**config.mk**
```make
export PLATFORM = sky130hd
export DESIGN_NAME = fetch_unit
export DESIGN_NICKNAME = d
export VERILOG_FILES = /design/src/rtl/fetch_pkg.sv /design/src/rtl/fetch_unit.sv
export SDC_FILE = /design/constraint.sdc
export NUM_CORES = 1
export LEC_CHECK = 0
export ABC_AREA = 0
export CAP_MARGIN = 40
export CORE_UTILIZATION = 62
export DETAILED_ROUTE_END_ITERATION = 8
export DONT_BUFFER_PORTS = 1
export PLACE_DENSITY = 0.76
export SYNTH_ARGS = -nofsm -noshare
export SYNTH_HDL_FRONTEND = slang
export SYNTH_SLANG_ARGS = --single-unit
```
**constraint.sdc**
```tcl
create_clock -name CLK -period 2 [get_ports CLK]
set_clock_uncertainty 0.05 [all_clocks]
set_input_delay 0.4 -clock CLK [delete_from_list [all_inputs] [get_ports CLK]]
set_output_delay 0.4 -clock CLK [all_outputs]
set_load 0.01 [all_outputs]
```
**src/rtl/fetch_pkg.sv**
```systemverilog
// Shared definitions for the instruction fetch stage: FSM state encoding,
// the NOP substituted on a misaligned fetch, and register reset values.
package fetch_pkg;

    typedef enum logic [1:0] {
        REQ  = 2'd0,
        WAIT = 2'd1,
        HOLD = 2'd2,
        DROP = 2'd3
    } fetch_state_t;

    // addi x0, x0, 0
    localparam logic [31:0] NOP_INST = 32'h0000_0013;

    localparam fetch_state_t RST_STATE    = REQ;
    localparam logic [31:0]  RST_INST     = 32'h0000_0000;
    localparam logic [31:0]  RST_INST_PC  = 32'h0000_0000;
    localparam logic         RST_FAULT    = 1'b0;
    localparam logic [31:0]  RST_FETCH_PC = 32'h0000_0000;

endpackage

```
**src/rtl/fetch_unit.sv**
```systemverilog
// Instruction fetch stage. Issues one memory request per PC, holds the
// returned word for decode, and stalls the PC register until decode takes
// it. A redirect flushes whatever fetch is in flight; a response that was
// already requested is drained in DROP so it cannot be mistaken for the
// response to the next request.
module fetch_unit #(
    parameter int              XLEN     = 32,
    parameter logic [XLEN-1:0] NOP_INST = XLEN'(fetch_pkg::NOP_INST)
) (
    input  logic            CLK,
    input  logic            RST,
    input  logic [XLEN-1:0] PC,
    input  logic            Redirect,
    output logic            imem_req_valid,
    output logic [XLEN-1:0] imem_req_addr,
    input  logic            imem_req_ready,
    input  logic            imem_rsp_valid,
    input  logic [XLEN-1:0] imem_rsp_data,
    output logic            inst_valid,
    output logic [XLEN-1:0] inst,
    output logic [XLEN-1:0] inst_pc,
    output logic            inst_fault,
    input  logic            inst_ready,
    output logic            PCStall
);
    import fetch_pkg::*;

    fetch_state_t    state_reg, state_next;
    logic [XLEN-1:0] fetch_pc_reg;
    logic [XLEN-1:0] inst_reg;
    logic [XLEN-1:0] inst_pc_reg;
    logic            inst_fault_reg;

    logic            misaligned;
    logic            latch_pc;
    logic            load_rsp;
    logic            load_nop;

    assign misaligned    = |PC[1:0];
    assign imem_req_addr = PC;
    assign inst          = inst_reg;
    assign inst_pc       = inst_pc_reg;
    assign inst_fault    = inst_fault_reg;

    // Next-state, handshake outputs and register load strobes.
    always_comb begin
        state_next     = state_reg;
        latch_pc       = 1'b0;
        load_rsp       = 1'b0;
        load_nop       = 1'b0;
        imem_req_valid = 1'b0;
        inst_valid     = 1'b0;
        PCStall        = 1'b1;

        case (state_reg)
            REQ: begin
                if (Redirect) begin
                    // PC is about to change; do not request the stale address.
                    state_next = REQ;
                end else if (misaligned) begin
                    load_nop   = 1'b1;
                    state_next = HOLD;
                end else begin
                    imem_req_valid = 1'b1;
                    if (imem_req_ready) begin
                        latch_pc   = 1'b1;
                        state_next = WAIT;
                    end
                end
            end
            WAIT: begin
                if (imem_rsp_valid) begin
                    if (Redirect) begin
                        state_next = REQ;
                    end else begin
                        load_rsp   = 1'b1;
                        state_next = HOLD;
                    end
                end else if (Redirect) begin
                    state_next = DROP;
                end
            end
            HOLD: begin
                if (Redirect) begin
                    state_next = REQ;
                end else begin
                    inst_valid = 1'b1;
                    if (inst_ready) begin
                        PCStall    = 1'b0;
                        state_next = REQ;
                    end
                end
            end
            DROP: begin
                // Orphaned response is swallowed; a redirect here changes nothing.
                if (imem_rsp_valid) begin
                    state_next = REQ;
                end
            end
            default: begin
                state_next = REQ;
            end
        endcase

        if (Redirect) begin
            PCStall = 1'b0;
        end

        // Reset dominates every output regardless of the current state.
        if (RST) begin
            imem_req_valid = 1'b0;
            inst_valid     = 1'b0;
            PCStall        = 1'b1;
        end
    end

    // State, captured request PC and the instruction output registers.
    always_ff @(posedge CLK) begin
        if (RST) begin
            state_reg      <= RST_STATE;
            fetch_pc_reg   <= XLEN'(RST_FETCH_PC);
            inst_reg       <= XLEN'(RST_INST);
            inst_pc_reg    <= XLEN'(RST_INST_PC);
            inst_fault_reg <= RST_FAULT;
        end else begin
            state_reg <= state_next;
            if (latch_pc) begin
                fetch_pc_reg <= PC;
            end
            if (load_nop) begin
                inst_reg       <= NOP_INST;
                inst_pc_reg    <= PC;
                inst_fault_reg <= 1'b1;
            end else if (load_rsp) begin
                inst_reg       <= imem_rsp_data;
                inst_pc_reg    <= fetch_pc_reg;
                inst_fault_reg <= 1'b0;
            end
        end
    end

endmodule

```
Yosys cells after proc, flatten, opt, wreduce, memory -nomap -nowiden
Cells that the tools add are included. Widths: inputs -> output; s select.

Register bits after elaboration: 99. Input bits: 70. Output and inout port bits: 100.

Equal/unequal tests: 7. Multiplexer cells: 36. Reduce and logical (&&, ||, !) cells: 5.

Operator list (count): $mux 32 (2); $mux 1 (22); $mux 2 (9); $mux 5 (2); $pmux 2 s4 (1); $ne 3x3->1 const B (2); $eq 2x2->1 const B (2); $ne 4x4->1 const B (1); $reduce_and 4->1 (1); $reduce_or 2->1 (2); $eq 2x1->1 const B (1); $logic_not 2->1 (1); $ne 2x2->1 const B (1); $reduce_bool 2->1 (1).

Logic depth before layout (Yosys ltp)
Gate-level depths: netlist (run 1).

Word-level depth: 5. Depth in mapped cells: 7.

Worst setup path after synthesis (run 1)
OpenSTA, ideal clock, no wires.

Path kind: input to register. Start: input Redirect. End: register inst_reg[15], in the netlist inst[15]. Setup time: 0.116 ns. Arrival: 1.554 ns. Slack: 0.280 ns. Cell stages on the path: 6. Buffers on the path: 3. Cell sequence: buf_2 nor4_2 or2_2 buf_2 buf_4 a21oi_1.

Word-level cells in the longest chain between the ends: 3. Elaborated cells on any way between the ends: 6. Those cells by class: mux (5); reduce/logical (1).

Ends and longest elaborated chain: from (decl) (RTL line fetch_unit.sv:13) `input logic Redirect,`; $mux 1, on equally long branches (RTL line fetch_unit.sv:73, fetch_unit.sv:57); $mux 1, on equally long branches (RTL line fetch_unit.sv:72, fetch_unit.sv:55); $mux 1 / $reduce_or 2->1 (equally long branches); to (signal assigned) (RTL line fetch_unit.sv:122) `inst_reg <= XLEN'(RST_INST);`; to (signal assigned) (RTL line fetch_unit.sv:135) `inst_reg <= imem_rsp_data;`; to (decl) (RTL line fetch_unit.sv:30) `logic [XLEN-1:0] inst_reg;`.

Parallel ways exist; a longest one is shown, timed or not. A chain may end at the register's enable or synchronous reset.

Worst setup path after layout (run 1)
Start: register state_reg[1]. End: output imem_req_valid.

Word-level cells in the longest chain between the ends: 3.

Ends and longest elaborated chain: from (decl) (RTL line fetch_unit.sv:28) `fetch_state_t state_reg, state_next;`; from (signal assigned) (RTL line fetch_unit.sv:126) `state_reg <= state_next;`; $logic_not 2->1 (RTL line fetch_unit.sv:55) `case (state_reg)`; $mux 1 (RTL line fetch_unit.sv:55); $mux 1 (RTL line fetch_unit.sv:110) `if (RST) begin`; to (decl) (RTL line fetch_unit.sv:14) `output logic imem_req_valid,`.

No other way between the ends.

==> flow_results.org, run 1 <==
** Clocking
- Clock slew seen by the registers of the worst setup and hold paths :: 0.09 ns
- H-Tree Level Count :: 3
- The clock drives 99 sinks.
- The clock reaches the later pin of the worst-skew pair after 0.36 ns.
- For this design, the CTS-stage hold fixing added 0 buffers.
- The clock passes through at most 2 buffers.
- TritonCTS clock tree :: built
- The cell sitting at the root of the clock tree is a sky130_fd_sc_hd__clkbuf_8.
- In this run, CTS created clock tree buffers numbering 9.

** Timing
- At the pin with the least slew margin, the transition time is 0.392 ns.
- Sum of negative setup slack :: 0 ns
- Dividing the final minimum period by the clock period gives 0.965.
- Tightest slew margin relative to the limit :: 0.739
- Setup repair after global routing left no endpoint under its margin.
- Time the final worst path needs with I/O delays and setup :: 1.93 ns
- Final Hold Slack :: 0.0565 ns
- Setup slack closes at 0.0708 ns.
- Final hold violations :: 0
- For this run, the top clock speed supported by timing is 0.518 GHz.
- The total count of max-transition violations in the final report came to 0.
- Setup violations remaining at the end of the flow were counted as 0.

** Placed design
- Detailed placement finished with a half-perimeter wire length of 5530 um.
- Global placer's final weighted congestion :: 0.721
- Count of port buffers added during placement :: 0
- Before CTS, the worst setup slack after placement is 0.335 ns.
- Area post-placement :: 3740 um2

** Global routing
- The first global-routing pass estimated 12,600 um of wire.
- Summed over all layers, the global routing overflow is 0.
- Entering global routing, the biggest net connects 75 pins.
- Number of antenna violations at the first check in global routing :: 0
- Total routing resource utilization after global routing :: 0.251
- Number of global-route vias before repair :: 2,711

** Cells and area
- The number of antenna diodes in the final layout is 0.
- After routing the design area is 4010 um2.
- Final layout net count :: 512
- The filler cells instantiated in the layout total 521.
- From synthesis to final layout, the design area changed by 1.94%.
- Ratio of cells with drive above 1 in the final layout :: 0.0785

** Pwr
- Summed over all cells, the static leakage comes to 1.31 nW.
- Power Total :: 0.00403 W
- Of the total power, the share spent switching nets is 0.221.
- Worst-case vdd ir drop :: 0.799 mV
- Power density relative to cell area :: 1010 nW/um2
- Switching pwr :: 0.000890 W
- Internal power :: 0.00314 W
- Relative contribution of the clock network to total power :: 0.404
- Sequential share of power :: 0.527
- Combinational fraction of design power :: 0.069

** Logic synthesis
- For this run, the leading register cell type out of synthesis is sky130_fd_sc_hd__dfxtp_1.
- After synthesis the netlist holds a flip-flop and latch count of 99.
- Each instance of the synthesized netlist takes up on average 8.07 um2.
- Register area share after synthesis :: 0.504
- Async set-reset flop share out of synthesis :: 0
- Cell Area, Synth :: 3930 um2
- For this run, the number of Yosys warnings is 0.
- Count of mapped cells out of synthesis :: 487
- Net count of the mapped netlist :: 557
- The synthesized design contains 0 enable-type register cells.
- The synthesized netlist contains 28 unique library cells.

** Drt
- Using the TritonRoute via totals, the vias-per-cell ratio works out to 5.88.
- Summing over every cut layer, the via total after detailed routing is 3,064.
- Routed wire per std cell :: 16.2 um
- The first TritonRoute pass finished after 4 iterations.
- In this run the remaining antenna-violating nets after routing total 0.
- DRC violations left :: 0
- Wires add up to 8430 um.
- The first routing iteration left 163 violations.

** Critical path
- Data required time at the worst endpoint :: 1.55 ns
- Crit Path Category :: reg2out
- Along the worst path, the maximum fanout reaches 5.
- The worst setup path is captured at an output pin.
- Setup crit start kind :: flop
- Register-to-register setup slack :: 0.24 ns
- Data arrival at the endpoint of the critical path :: 1.48 ns

** Floorplan
- The die is 81.6 um wide.
- Number of cell rows :: 28
- Area of the die :: 6660 um2
- The core region is 6030 um2.
- Initial Utilization :: 0.652
- Height of the die :: 81.6 um
- Ports :: 170

** Hold path
- The worst hold path belongs to the class in2reg.

** Outcome
- Result of the run :: completed

** Run
- Count of max-cap constraint violations :: 0
==> layout by cell type, fill, tap and decap left out, drive strengths merged, types with 2 or more instances in the layout <==
cell type / instances
dfxtp: 99
a21oi: 90
nand2: 149
clkbuf: 10
nand3: 3
a22oi: 32
nor3: 8
nor4b: 3
inv: 3
nor2: 12
nor3b: 3
bufinv: 4
or2: 2
o21ai: 3
buf: 13
==> final cells by class <==
type	count	area, um2	area share
Multi-Input combinational cell	316	1550	0.386
Clock buffer	10	138	0.0343
Sequential cell	99	1980	0.495
Tap cell	75	93.8	0.0234
Clock inverter	5	125	0.0312
Timing Repair Buffer	13	110	0.0275
Inverter	3	11.3	0.00281
==> per-layer routing <==
metal	vias to the layer above	part of all wire	track usage
met4	0	0.020	0.119
met3	20	0.092	0.0878
li1	1504	-	-
met5	-	0	0
met2	135	0.49	0.420
met1	1405	0.40	0.286
==> metrics by stage <==
step	util	instances
2_1_floorplan	-	487
3_5_place_dp	0.621	506
3_3_place_gp	0.621	506
6_report	0.665	521
5_1_grt	0.665	521
4_1_cts	0.665	521
==> critical path, stage by stage (launching register included) <==
cell and delay (ns):
sky130_fd_sc_hd__dfxtp_1 0.35, sky130_fd_sc_hd__nor2_1 0.29, sky130_fd_sc_hd__nand2_1 0.22, sky130_fd_sc_hd__nor2_1 0.26
==> synth_stat cells, drive strengths merged (2+ instances only) <==
cell type,n,area share
a21oi,90,0.11
nor3,8,0.010
nor3b,3,0.0057
a22oi,32,0.061
nand3,3,0.0038
clkbuf,19,0.018
or2,2,0.0032
nand2,149,0.14
dfxtp,99,0.50
nor4b,3,0.011
inv,3,0.0029
buf,50,0.085
nor2,12,0.011
o21ai,3,0.0038
==> power by group through the flow <==
| stage | sequential, W | clock [W] | combinational [W] |
|---|---|---|---|
| floorplan | 0.00216 | 0 | 0.000305 |
| global placement | 0.00217 | 0 | 0.000264 |
| detailed placement | 0.00217 | 0 | 0.000275 |
| CTS | 0.00213 | 0.00165 | 0.000277 |
| global route | 0.00214 | 0.00172 | 0.000309 |
| finish | 0.00213 | 0.00163 | 0.000276 |
==> worst paths after layout <==
check / from / end / depth (start not counted)
worst min-delay path: RST / inst_pc[13]$_SDFFE_PP0P_ / 1
worst max register to register: state_reg[0]$_SDFFE_PP0P_ / inst_pc[28]$_SDFFE_PP0P_ / 5
worst max-delay path: state_reg[1]$_SDFFE_PP0P_ / imem_req_valid / 3
worst min register to register: fetch_pc_reg[13]$_SDFFE_PP0P_ / fetch_pc_reg[13]$_SDFFE_PP0P_ / 2
==> logic make-up after synthesis <==
kind of cell           share of synthesized area
AO/OA/AOI/OAI                              0.192
AND/OR/NAND/NOR                            0.198
flip-flops                                 0.504
buffers and inverters                      0.106
==> timing repair <==
| item | in CTS | in global routing |
|---|---|---|
| buffers inserted | 0 | 0 |
| resized for setup | 1 | 0 |
| endpoints found under the setup margin | 1 | 0 |
Note: power is estimated with default switching activity, not from simulation.
==> run 2, diff against run 1 <==
Settings changed: CELL_PAD_IN_SITES_DETAIL_PLACEMENT set to 0, CELL_PAD_IN_SITES_GLOBAL_PLACEMENT set to 1, CORE_UTILIZATION 62 to 44, GPL_TIMING_DRIVEN set to 0.
==> run 2 against run 1 <==
  * Largest power group unchanged
  * Core utilization shrank 17 points
  * Sequential cell count is the same
  * Global-route usage shrank 4.7 points
  * Critical endpoint is now PCStall
  * Via count grew 5.5%
==> flow_results.org, run 2 (synthesized netlist as in run 1, its figures left out) <==
** Outcome
- Result of the run :: completed (unchanged)

** Clocking
- The H-tree depth is 3 (unchanged).
- The TritonCTS clock tree is built (unchanged).
- Max clock buf depth :: 2 (unchanged)
- Clock slew seen by the registers of the worst setup and hold paths :: 0.10 ns (was 0.09 ns)
- The number of CTS-inserted buffers was 9 (unchanged).
- Latest clock arrival within the worst-skew pair :: 0.36 ns (about the same)
- Hold-fix buffers, CTS :: 0 (unchanged)
- Clock net sink count :: 99 (unchanged)
- Root buffer cell :: sky130_fd_sc_hd__clkbuf_8 (unchanged)

** Critical path
- The reg-to-reg critical path endpoint is inst_pc[22]$_SDFFE_PP0P_ (was inst_pc[28]$_SDFFE_PP0P_).
- The worst flop-to-flop path startpoint is state_reg[0]$_SDFFE_PP0P_ (unchanged).
- The required time of the critical path is 1.55 ns (about the same).
- The largest fanout of any net on the critical path came to 10 (was 5).
- Crit Path Category :: reg2out (unchanged)
- Depth of the most critical reg-to-reg path :: 6 (was 5)
- Data arrival at the endpoint of the critical path :: 1.45 ns (was 1.48 ns)
- Crit path capture type :: output pin (unchanged)
- Register-to-register setup slack :: 0.15 ns (was 0.24 ns)
- The element type at the critical path start was a flop (unchanged).

** Global routing
- Number of global-route vias before repair :: 2,970 (was 2,711)
- The largest net degree at the start of global routing is 16 (was 75).
- The first-pass GRT wire length was 14,500 um (was 12,600 um).
- The global-route total usage across every layer came to 0.204 (was 0.251).
- Final global-route overflow total :: 0 (unchanged)
- The initial antenna violation count was 0 (unchanged).

** Placed design
- Global placer's final weighted congestion :: 0.694 (was 0.721)
- Count of port buffers added during placement :: 0 (unchanged)
- The placed wire-length estimate after detailed placement is 6750 um (was 5530 um).
- The placed cell count came to 595 (was 506).

** Floorplan
- Core area :: 8680 um2 (was 6030 um2)
- Initial Utilization :: 0.453 (was 0.652)
- The vertical extent of the die is 96.5 um (was 81.6 um).
- The die outline area is 9320 um2 (was 6660 um2).
- The die span in x came to 96.5 um (was 81.6 um).
- The row count came to 34 (was 28).
- Ports :: 170 (unchanged)

** Cells and area
- The final net count was 570 (was 512).
- Share of the core filled with cells in the final layout :: 0.495 (was 0.665)
- Diodes inserted :: 0 (unchanged)
- Ratio of cells with drive above 1 in the final layout :: 0.155 (was 0.0785)
- Total of fill cells in the finished design :: 905 (was 521)
- The leading cell type in the layout, fill and taps excluded was sky130_fd_sc_hd__nand2_1 (unchanged).
- The post-layout instance count excluding filler cells was 612 (was 521).
- Layout area overhead :: 9.29% (was 1.94%)
- Leading cell types in the layout, fill and taps excluded: sky130_fd_sc_hd__nand2_1 (149), sky130_fd_sc_hd__dfxtp_1 (99), sky130_fd_sc_hd__a21oi_1 (90), sky130_fd_sc_hd__buf_4 (35), sky130_fd_sc_hd__a22oi_1 (32) (was sky130_fd_sc_hd__nand2_1 (149), sky130_fd_sc_hd__dfxtp_1 (99), sky130_fd_sc_hd__a21oi_1 (90), sky130_fd_sc_hd__a22oi_1 (32)).

** Pwr
- The worst voltage drop across the vdd grid came to 0.423 mV (was 0.799 mV).
- The power density relative to cell area is 873 nW/um2 (was 1010 nW/um2).
- Leak pwr :: 1.48 nW (was 1.31 nW)

** Hold path
- Worst Hold Launch :: imem_rsp_data[6] (was RST)
- Min-Delay Path Depth :: 2 (was 1)
- Type of the worst min-delay path :: in2reg (unchanged)
- The worst hold endpoint is inst[6]$_SDFFE_PP0N_ (was inst_pc[13]$_SDFFE_PP0P_).

** Drt
- The mean number of vias per cell is 5.28 (was 5.88).
- Routed wire per std cell :: 15.3 um (was 16.2 um)
- The count of vias placed by the detailed router is 3,232 (was 3,064).
- Topmost layer with routed signal wires :: met4 (unchanged)
- Detailed-routing wirelength on met1 :: 4210 um (was 3380 um)
- The initial DRC count was 100 (was 163).
- Met3 wire len :: 772 um (was 777 um)
- Routed wire length on met2 :: 4330 um (was 4110 um)
- DRC violations left :: 0 (unchanged)
- Detailed-router iteration count before antenna repair :: 4 (unchanged)
- The remaining antenna violation count after routing is 0 (unchanged).
- Drt total wl :: 9370 um (was 8430 um)

** Timing
- The fmax is 0.527 GHz (was 0.518 GHz).
- The final clock period utilization by the worst path is 0.949 (was 0.965).
- The total count of max-transition violations in the final report came to 0 (unchanged).
- Unrepaired setup endpoints after global routing: true (was false).
- Tightest slew margin relative to the limit :: 0.646 (was 0.739)
- The slew at the pin closest to its max-slew limit is 0.532 ns (was 0.392 ns).
- Number of setup violations in the final report :: 0 (unchanged)
- The final total negative setup slack is 0 ns (unchanged).
- The minimum clock period is 1.90 ns (was 1.93 ns).
- The number of endpoints with negative hold slack in the final report came to 0 (unchanged).

** Run
- Count of max-cap constraint violations :: 0 (unchanged)
run 2: changes by cell type in the layout (fill, tap and decap cells not counted), moves of 3 or more:
cell and change:
sky130_fd_sc_hd__buf_4 +23, sky130_fd_sc_hd__buf_2 +15, sky130_fd_sc_hd__bufinv_16 -3, sky130_fd_sc_hd__clkbuf_1 +18
run 2: worst max path at each step:
stage | endpoint | startpoint | cells past startpoint
after floorplan | inst[15]$_SDFFE_PP0N_ | Redirect | 6
after global placement | inst[24]$_SDFFE_PP0N_ | Redirect | 6
after detailed placement | inst[24]$_SDFFE_PP0N_ | Redirect | 6
after CTS | imem_req_valid | state_reg[1]$_SDFFE_PP0P_ | 4
after global routing | inst_pc[25]$_SDFFE_PP0P_ | state_reg[0]$_SDFFE_PP0P_ | 6
final | PCStall | state_reg[0]$_SDFFE_PP0P_ | 4
run 2: area by class of cell:
cell class	instances	area (um2)	share of cell area
clock buffer	10	128	0.0297
inverter	3	11.3	0.00262
buffer	69	412	0.0958
clock inverter	5	55.1	0.0128
timing repair buffer	2	15.0	0.00349
tap	108	135	0.0315
sequential	99	1980	0.461
multi-input combinational	316	1560	0.363
run 2: what timing repair did:
item	CTS	global route
endpoints found under the setup margin	46	24
buffers inserted	2	0
pin swaps	1	1
gates resized for setup	3	8
run 2: worst max-delay path, stage by stage (launching register included):
cell	delay (ns)
sky130_fd_sc_hd__dfxtp_1	0.37
sky130_fd_sc_hd__clkbuf_4	0.20
sky130_fd_sc_hd__inv_2	0.10
sky130_fd_sc_hd__a31oi_1	0.09
sky130_fd_sc_hd__or2_2	0.33
run 2: per-layer routing:
| layer | track usage | vias up |
|---|---|---|
| met1 | 0.254 | 1491 |
| met2 | 0.325 | 104 |
| met5 | 0 | - |
| met3 | 0.0775 | 6 |
| met4 | 0.0662 | 0 |
| li1 | - | 1631 |
run 2: report_power, final:
part | leakage [nW] | total (W) | switching [W] | internal [W]
clock network | 0.0881 | 0.00124 | 0.000672 | 0.000568
logic | 0.592 | 0.000385 | 0.000231 | 0.000154
registers | 0.804 | 0.00212 | 0.0000771 | 0.00205
run 2: per-stage QoR:
stage	worst slack (ns)	hold WS (ns)	cell area, um2	total power, W
2_1_floorplan	0.280	0.386	3930	0.00246
3_3_place_gp	-0.172	0.391	4070	0.00254
3_5_place_dp	-0.173	0.396	4070	0.00255
4_1_cts	0.0295	0.100	4280	0.00379
5_1_grt	-0.00770	0.0955	4300	0.00391
6_report	0.102	0.112	4300	0.00375
